--- config.mk ---
export PLATFORM = sky130hd
export DESIGN_NAME = rx_char_decode
export DESIGN_NICKNAME = d
export VERILOG_FILES = /design/src/rtl/rx_char_decode.sv
export SDC_FILE = /design/constraint.sdc
export NUM_CORES = 1
export LEC_CHECK = 0
export ABC_CLOCK_PERIOD_IN_PS = 1900
export CORE_MARGIN = 2
export CORE_UTILIZATION = 44
export CTS_CLUSTER_SIZE = 40
export DETAILED_ROUTE_END_ITERATION = 10
export GPL_TIMING_DRIVEN = 0
export PLACE_DENSITY = 0.83
export RECOVER_POWER = 25
export REMOVE_ABC_BUFFERS = 1
export SETUP_SLACK_MARGIN = 0.4
export SLEW_MARGIN = 10
export SYNTH_ARGS = -nofsm -noshare
export SYNTH_HDL_FRONTEND = slang
export SYNTH_SLANG_ARGS = --single-unit
--- constraint.sdc ---
create_clock -name posedge_clk -period 1.9 [get_ports posedge_clk]
set_input_delay 0.285 -clock posedge_clk [delete_from_list [all_inputs] [get_ports posedge_clk]]
set_output_delay 0.285 -clock posedge_clk [all_outputs]
set_load 0.05 [all_outputs]
--- src/rtl/rx_char_decode.sv ---
// rx_char_decode: decodes received control/data characters into link events, FIFO writes and time-codes
module rx_char_decode (
  input  logic       posedge_clk,
  input  logic       rx_resetn,
  input  logic       ready_control_p,
  input  logic       ready_data_p,
  input  logic [2:0] control_p_r,
  input  logic [8:0] dta_timec_p,
  input  logic       parity_rec_c,
  input  logic       parity_rec_c_gen,
  input  logic       parity_rec_d,
  input  logic       parity_rec_d_gen,
  input  logic       rx_buffer_ready,
  output logic       rx_got_fct,
  output logic       rx_got_null,
  output logic       rx_got_nchar,
  output logic       rx_got_time_code,
  output logic       rx_buffer_write,
  output logic [8:0] rx_buffer_data,
  output logic [7:0] rx_time_out,
  output logic       rx_tick_out,
  output logic       rx_error_parity,
  output logic       rx_error_esc,
  output logic       rx_overflow
);
  typedef enum logic [1:0] {IDLE, RUN, ESC_RUN, ESC_IDLE} state_t;
  state_t state;
  logic chk_en, err, perr, one, fct, esc, wr, unused;
  logic [8:0] wd;
  assign unused = ^{control_p_r[2], dta_timec_p[8]};
  assign err = rx_error_parity | rx_error_esc | rx_overflow;
  assign one = ready_control_p ^ ready_data_p;
  assign perr = chk_en & (ready_control_p ? parity_rec_c != parity_rec_c_gen : parity_rec_d != parity_rec_d_gen);
  assign fct = ready_control_p & (control_p_r[1:0] == 2'b00);
  assign esc = ready_control_p & (control_p_r[1:0] == 2'b11);
  // in RUN every data char and every EOP/EEP becomes a FIFO entry
  assign wr = (state == RUN) & (ready_data_p | (control_p_r[1:0] == 2'b01) | (control_p_r[1:0] == 2'b10));
  assign wd = ready_data_p ? {1'b0, dta_timec_p[7:0]} : {1'b1, 7'd0, control_p_r[1:0] == 2'b10};
  always_ff @(posedge posedge_clk or negedge rx_resetn)
    if (!rx_resetn) begin
      state <= IDLE;
      chk_en <= 1'b0;
      rx_got_fct <= 1'b0;
      rx_got_null <= 1'b0;
      rx_got_nchar <= 1'b0;
      rx_got_time_code <= 1'b0;
      rx_buffer_write <= 1'b0;
      rx_buffer_data <= 9'd0;
      rx_time_out <= 8'd0;
      rx_tick_out <= 1'b0;
      rx_error_parity <= 1'b0;
      rx_error_esc <= 1'b0;
      rx_overflow <= 1'b0;
    end else begin
      rx_got_fct <= 1'b0;
      rx_got_null <= 1'b0;
      rx_got_nchar <= 1'b0;
      rx_got_time_code <= 1'b0;
      rx_buffer_write <= 1'b0;
      rx_tick_out <= 1'b0;
      if (ready_control_p | ready_data_p) chk_en <= 1'b1;
      if (err) state <= IDLE;
      else if (ready_control_p & ready_data_p) begin
        rx_error_esc <= 1'b1;
        state <= IDLE;
      end else if (one) begin
        if (perr) rx_error_parity <= 1'b1;
        else if (wr) begin
          rx_got_nchar <= 1'b1;
          if (rx_buffer_ready) begin
            rx_buffer_write <= 1'b1;
            rx_buffer_data <= wd;
          end else rx_overflow <= 1'b1;
        end else case (state)
          IDLE: if (esc) state <= ESC_IDLE;
          ESC_IDLE: begin
            rx_got_null <= fct;
            state <= fct ? RUN : IDLE;
          end
          RUN: begin
            rx_got_fct <= fct;
            if (esc) state <= ESC_RUN;
          end
          ESC_RUN: if (fct) begin
            rx_got_null <= 1'b1;
            state <= RUN;
          end else if (ready_data_p) begin
            rx_time_out <= dta_timec_p[7:0];
            rx_tick_out <= 1'b1;
            rx_got_time_code <= 1'b1;
            state <= RUN;
          end else begin
            rx_error_esc <= 1'b1;
            state <= IDLE;
          end
        endcase
      end
    end
endmodule

==> summary.md, run 1 <==
| Metric | Value |
|---|---|
| Status | `complete, no violations` |
| Max-cap check violation count | `0` |
| Switching Share | `32.1%` |
| Slew at the pin with the worst max-slew slack | `between 0.6 and 0.7 ns` |
| Post-route ant nets | `0` |
| CTS buffer count | `3` |
| P_leak | `0.000984 uW` |
| Total Die Area | `around 3500 sq um` |
| Reg2reg path depth | `5` |
| Routed WL | `between 3000 and 4000 microns` |
| Cell taking the most area after synthesis | `dfrtp_1` |
| Max FO, Critical Path | `6` |
| Fillers | `200` |
| Period utilization | `90.7%` |
| Overall via count from detail_route | `between 1,000 and 1,500` |
| Reg power frac | `around 45%` |
| HP Class | `in -> reg` |
| Hold Path Stages | `3` |
| Worst hold margin | `approximately 0.32 ns` |
| Final Skew | `0.00567 ns` |
| Sink Count | `28` |
| First element of the critical path | `state[1]` |
| Post-Syn Area | `1330 sq um` |
| #FFs+latches synth | `28` |
| GP Congestion | `0.776` |
| Reg2Reg Setup Slack | `0.18 ns` |
| Most common cell after layout, fill and taps aside | `dfrtp_1` |
| Worst Setup End Kind | `flip-flop` |
| Die Span X | `59.0 microns` |
| Comb power frac | `28.7%` |
| RR Startpoint | `state[1]` |
| Clk pwr share | `26.5%` |
| CTS Root Cell | `clkbuf_4` |
| Post-DP HPWL | `2220 microns` |
| Setup slack after layout | `0.178 ns` |
| Crit path launch type | `flip-flop` |
| Setup violators final | `0` |
| Largest net degree at the start of global routing | `29` |
| First-pass detailed-route iteration total | `4` |
| Core ar. | `2810 sq um` |
| Share of the synthesized area in the top cell type | `52.6%` |
| WP data arrival | `about 2.0 ns` |
| Maximum vdd ir drop | `0.582 mV` |
| Grt ovf | `0` |
| Area grow syn2layout | `54.8%` |
| RSZ-0062 raised after global routing | `true` |
| Pwr Density | `723 nW/um^2` |
| Post-DP Area | `1800 sq um` |
| Synth cell types | `29` |
| Worst skew pair latency | `0.33 ns` |
| Max-slew violation count | `0` |
| Die Height | `between 50 and 60 microns` |
| Pre-CTS setup slack | `-1.37 ns` |
| Worst Setup EP | `rx_buffer_data[0]` |
| Finished layout cell area | `between 2000 and 2500 sq um` |
| Total track usage | `between 20% and 30%` |
| Worst r2r dst | `rx_buffer_data[0]` |
| Min Tclk post-route | `between 1.5 and 2 ns` |
| H-tree depth | `1` |
| WL/cell | `roughly 17 microns` |
| First-pass GRT wire length | `5620 microns` |
| CTS tree | `done` |
| Top cells by area, synth | `dfrtp_1 (53%), mux2_2 (8.5%), mux2i_1 (6.8%), inv_1 (3.4%), nand2_1 (3.4%)` |
| Drt drc | `0` |
| Nets | `200` |
| Crit Path Class | `reg -> reg` |
| Rows | `19` |
| Clock transition at path regs | `0.16 ns` |
| 1st-iter DRT viols | `31` |
| TNS Setup | `0 ns` |
| Initial antenna violation count | `0` |
| PortBufs | `44` |
| Vias/cell | `~5.5` |
| WP data required | `2.13 ns` |
| Io pins | `47` |
| Int Pwr | `1010 uW` |
| Synth Instances | `113` |
| Most frequent cells in the layout | `dfrtp_1 (27), clkdlybuf4s15_2 (19), buf_4 (14)` |
| Layout cell share with drive strength beyond 1 | `between 40 and 50%` |
| Warnings from Yosys | `0` |
| Final hold violations | `0` |
| Syn avg cell area | `11.8 sq um` |
| Number of global-route vias before repair | `approximately 1,200` |
| Antenna diodes | `0` |
| Slew HR | `54.7%` |
| Max clock buf depth | `2` |
| Initial core utilization | `47.5%` |
| Sequential area share after synthesis | `a little over half` |
| Switching power | `478 uW` |
| Fmax | `581 MHz` |
flip-flops by register name, indices dropped and copies added (netlist names):
| register | flops |
|---|---|
| chk_en | 1 |
| rx_buffer_data | 9 |
| rx_buffer_write | 1 |
| rx_error_esc | 1 |
| rx_error_parity | 1 |
| rx_got_fct | 1 |
| rx_got_nchar | 1 |
| rx_got_null | 1 |
| rx_overflow | 1 |
| rx_tick_out | 1 |
| rx_time_out | 8 |
| state | 2 |
per-stage QoR:
step	cells	utilization [%]	total power [uW]
CTS	197	70.0	1480
floorplan	109	-	905
detailed placement	185	64.2	1060
global placement	184	63.7	1050
global route	206	73.5	1550
finish	206	73.5	1490
what timing repair did:
action,CTS,global route
setup buffers,8,8
endpoints found under the setup margin,53,28
pin swaps,4,4
endpoints found under the hold margin,0,28
resized for setup,93,18
hold buffers,0,1
how the worst min path moves through the flow:
stage                      start           endpoint  slack, ns
finish              ready_data_p  rx_buffer_data[7]       0.32
CTS                 ready_data_p  rx_buffer_data[7]       0.31
global route        ready_data_p  rx_buffer_data[7]       0.30
floorplan              rx_resetn             chk_en      -0.01
global placement          chk_en             chk_en       0.48
detailed placement        chk_en             chk_en       0.49
layout make-up:
class	instances	area, sq um	share of cell area (%)
timing repair buffer	62	576	27.9
sequential	28	702	34.1
multi-input combinational	69	647	31.4
clock buffer	3	22.5	1.09
inverter	12	45.0	2.19
clock inverter	1	30.0	1.46
tap	31	38.8	1.88
worst max-delay path, cell delays in order (launching register included):
cell and delay (ns):
dfrtp_2 0.48, nand2b_4 0.16, a31o_4 0.23, nor4_4 0.25
buf_4 0.20, mux2_4 0.30
power groups by stage:
stage | combinational (uW) | clock (uW) | sequential (uW)
after floorplan | 97.6 | 0 | 808
after global placement | 367 | 0 | 681
after detailed placement | 379 | 0 | 685
after CTS | 403 | 406 | 668
after global routing | 453 | 426 | 674
final | 428 | 395 | 667
per-layer routing:
metal  vias to the layer above  track usage [%]  part of all wire [%]
met5                         -                0                     0
met4                         0             7.14                   1.1
met3                         4             5.90                   7.9
met1                       577             24.6                    38
met2                        47             39.4                    53
li1                        510                -                     -
cells in the mapped netlist:
cell type and number:
dfrtp_1 28, mux2_2 10, nor4b_1 2, clkbuf_1 2
nand2_1 12, or3b_2 1, nor3b_1 1, a31o_2 4
nand4_1 1, inv_1 12, buf_4 2, nand2b_1 5
nor3_1 1, mux2i_1 9, xnor2_1 2, nand4bb_1 1
nor4_4 1, a31oi_1 1, o22ai_2 1, nand3b_1 1
nor3_4 1, o31ai_1 1, nand2_4 1, o21ai_0 3
nor2_1 1, ha_1 3, a21o_1 1, a21oi_1 2
nor4_1 3
cell families (layout without fill, tap and decap cells):
kind of cell / after synthesis / after routing / share of synthesized area, %
and+or+nand+nor: 32 / 32 / 15.9
DFF: 28 / 28 / 52.6
muxes: 19 / 19 / 15.2
buffers and inverters: 16 / 78 / 5.07
AOI/OAI and AO/OA: 13 / 13 / 7.05
adders and majority gates: 3 / 3 / 2.82
xor gates and xnor gates: 2 / 2 / 1.32
No activity file was read; power rests on OpenSTA's default activity.
==> inputs of run 2 (changes only) <==
--- a/config.mk
+++ b/config.mk
@@ -11,6 +11,7 @@
 export CTS_CLUSTER_SIZE = 40
 export DETAILED_ROUTE_END_ITERATION = 10
 export GPL_TIMING_DRIVEN = 0
+export HOLD_SLACK_MARGIN = 0.15
 export PLACE_DENSITY = 0.83
 export RECOVER_POWER = 25
 export REMOVE_ABC_BUFFERS = 1
==> results of run 2 <==
The final DEF is identical to that of run 1; final timing and power are the same.
==> inputs of run 3 (changes only) <==
--- a/config.mk
+++ b/config.mk
@@ -16,7 +16,7 @@
 export RECOVER_POWER = 25
 export REMOVE_ABC_BUFFERS = 1
 export SETUP_SLACK_MARGIN = 0.4
-export SLEW_MARGIN = 10
+export SLEW_MARGIN = 30
 export SYNTH_ARGS = -nofsm -noshare
 export SYNTH_HDL_FRONTEND = slang
 export SYNTH_SLANG_ARGS = --single-unit
==> run 3 against run 2 <==
- sequential power barely moved
- clock-buffer cell count up 1
- die area unchanged
- first-iteration DRC count down 13%
- combinational power down 4%
- sequential cell count did not move
- clock skew hardly changed
- sequential share of layout area is 1.7 points higher
- power decreased by 8.3%
- maximum frequency decreased by 1.5%
- critical path depth did not move
- critical endpoint is now rx_buffer_data[8]
==> summary.md, run 3 (synthesized netlist as in run 1, its figures left out) <==
| Metric | Value |
|---|---|
| Status | `complete, no violations (unchanged)` |
| Crit Path Class | `reg -> reg (unchanged)` |
| WP data arrival | `1.97 ns (was 1.96 ns)` |
| Worst Setup EP | `rx_buffer_data[8] (was rx_buffer_data[0])` |
| Slew HR | `53.1% (was 54.7%)` |
| Maximum vdd ir drop | `0.465 mV (was 0.582 mV)` |
| CTS Root Cell | `clkbuf_4 (unchanged)` |
| Initial core utilization | `47.5% (unchanged)` |
| GP Congestion | `0.776 (unchanged)` |
| Max FFs per register | `9 (unchanged)` |
| First element of the critical path | `state[1] (unchanged)` |
| Reg2Reg Setup Slack | `0.15 ns (was 0.18 ns)` |
| Antenna diodes | `0 (unchanged)` |
| Total track usage | `20.3% (was 21.7%)` |
| Sink Count | `28 (unchanged)` |
| Largest net degree at the start of global routing | `29 (unchanged)` |
| Max clock buf depth | `2 (unchanged)` |
| Register area | `702 sq um (unchanged)` |
| Worst hold margin | `0.326 ns (was 0.317 ns)` |
| Clock transition at path regs | `0.15 ns (was 0.16 ns)` |
| Core ar. | `2810 sq um (unchanged)` |
| HP Class | `in -> reg (unchanged)` |
| Layout Utilization | `69.9% (was 73.5%)` |
| Overall via count from detail_route | `1,102 (was 1,138)` |
| Max-slew violation count | `0 (unchanged)` |
| Final hold violations | `0 (unchanged)` |
| Worst Setup End Kind | `flip-flop (unchanged)` |
| Clk pwr share | `21.0% (was 26.5%)` |
| Rows | `19 (unchanged)` |
| Period utilization | `92.1% (was 90.7%)` |
| Max FO, Critical Path | `7 (was 6)` |
| Slew at the pin with the worst max-slew slack | `0.704 ns (was 0.679 ns)` |
| Total Die Area | `3480 sq um (unchanged)` |
| First-pass GRT wire length | `5330 microns (was 5620 microns)` |
| Most frequent cells in the layout | `dfrtp_1 (27), clkbuf_2 (14), clkdlybuf4s50_1 (13), inv_1 (12), nand2_1 (12) (was dfrtp_1 (27), clkdlybuf4s15_2 (19), buf_4 (14))` |
| Fmax | `572 MHz (was 581 MHz)` |
| Most common cell after layout, fill and taps aside | `dfrtp_1 (unchanged)` |
| WP data required | `2.12 ns (was 2.13 ns)` |
| Max-cap check violation count | `0 (unchanged)` |
| Post-route ant nets | `0 (unchanged)` |
| Top flop regs | `rx_buffer_data: 9 flops, rx_time_out: 8 flops, state: 2 flops (unchanged)` |
| Io pins | `47 (unchanged)` |
| Post-DP Area | `1790 sq um (was 1800 sq um)` |
| Layout cell share with drive strength beyond 1 | `42.1% (was 44.6%)` |
| CTS buffer count | `3 (unchanged)` |
| Vias/cell | `5.46 (was 5.52)` |
| Worst r2r dst | `rx_buffer_data[8] (was rx_buffer_data[0])` |
| TNS Setup | `0 ns (unchanged)` |
| Biggest register | `rx_buffer_data (unchanged)` |
| Initial antenna violation count | `0 (unchanged)` |
| Switching power | `458 uW (was 478 uW)` |
| First-pass detailed-route iteration total | `4 (unchanged)` |
| Top layer in use | `met4 (unchanged)` |
| WL/cell | `15.7 microns (was 17.4 microns)` |
| Min-delay src | `ready_data_p (unchanged)` |
| Post-DP HPWL | `2200 microns (was 2220 microns)` |
| Met2 Wirelength | `1520 microns (was 1890 microns)` |
| Switching Share | `33.5% (was 32.1%)` |
| Reg power frac | `48.8% (was 44.8%)` |
| Die Height | `59.0 microns (unchanged)` |
| Area grow syn2layout | `47.4% (was 54.8%)` |
| Min Tclk post-route | `1.75 ns (was 1.72 ns)` |
| RSZ-0062 raised after global routing | `true (unchanged)` |
| Fillers | `210 (was 200)` |
| Reg2reg path depth | `5 (unchanged)` |
| Worst skew pair latency | `0.32 ns (was 0.33 ns)` |
| Met1 Wirelength | `1300 microns (was 1380 microns)` |
| Final Skew | `0.00551 ns (was 0.00567 ns)` |
| P_leak | `0.000953 uW (was 0.000984 uW)` |
| H-tree depth | `1 (unchanged)` |
| PortBufs | `44 (unchanged)` |
| Grt ovf | `0 (unchanged)` |
| Multi-input logic area | `642 sq um (was 647 sq um)` |
| Pwr Density | `696 nW/um^2 (was 723 nW/um^2)` |
| Nets | `196 (was 200)` |
| CTS tree | `done (unchanged)` |
| Number of global-route vias before repair | `1,197 (was 1,215)` |
| Comb power frac | `30.2% (was 28.7%)` |
| Routed WL | `3170 microns (was 3590 microns)` |
| Drt drc | `0 (unchanged)` |
| Setup violators final | `0 (unchanged)` |
| Wire length on met3 | `277 microns (was 284 microns)` |
| Crit path launch type | `flip-flop (unchanged)` |
| Finished layout cell area | `1960 sq um (was 2060 sq um)` |
| Die Span X | `59.0 microns (unchanged)` |
| 1st-iter DRT viols | `27 (was 31)` |
| RR Startpoint | `state[1] (unchanged)` |
| Int Pwr | `908 uW (was 1010 uW)` |
run 3: critical path: stages (launching register included):
cell and delay (ns):
dfrtp_2 0.48, nand2b_4 0.17, a31o_4 0.24, nor4_4 0.26, buf_4 0.20, mux2_4 0.30
run 3: layer usage:
metal  vias to the layer above  GRT usage (%)
met1                       541           23.7
met3                         8           5.90
met2                        48           35.6
li1                        505              -
met5                         -              0
met4                         0           6.82
run 3: how the worst min path moves through the flow:
| stage | cells after the start | endpoint | slack (ns) |
|---|---|---|---|
| 5_1_grt | 3 | rx_buffer_data[5] | 0.32 |
| 2_1_floorplan | 0 | chk_en | -0.01 |
| 6_report | 3 | rx_buffer_data[4] | 0.33 |
| 3_3_place_gp | 1 | chk_en | 0.48 |
| 4_1_cts | 3 | rx_buffer_data[3] | 0.32 |
| 3_5_place_dp | 1 | rx_overflow | 0.34 |
run 3: per-stage QoR:
step                total power, uW  cells  worst slack (ns)
detailed placement             1060    185             -1.40
global placement               1050    184             -2.29
finish                         1370    202             0.151
CTS                            1370    197             0.133
global route                   1440    202             0.104
floorplan                       905    109             -1.04
run 3: final cells by class:
| type | count | share of cell area [%] |
|---|---|---|
| Sequential cell | 28 | 35.8 |
| Inverter | 12 | 2.30 |
| Timing Repair Buffer | 58 | 25.4 |
| Clock buffer | 4 | 1.85 |
| Multi-Input combinational cell | 69 | 32.7 |
| Tap cell | 31 | 1.98 |
run 3: what timing repair did:
item | in CTS | in global routing
gates resized for setup | 82 | 28
setup endpoints to repair | 53 | 35
buffers inserted | 7 | 5
hold buffers | 1 | 0
hold endpoints to repair | 28 | 0
pin swaps | 4 | 3
run 3: power by group through the flow:
| stage | sequential, uW | clock (uW) | combinational [uW] |
|---|---|---|---|
| 2_1_floorplan | 808 | 0 | 97.6 |
| 3_3_place_gp | 681 | 0 | 367 |
| 3_5_place_dp | 685 | 0 | 378 |
| 4_1_cts | 668 | 298 | 406 |
| 5_1_grt | 675 | 327 | 442 |
| 6_report | 667 | 287 | 413 |
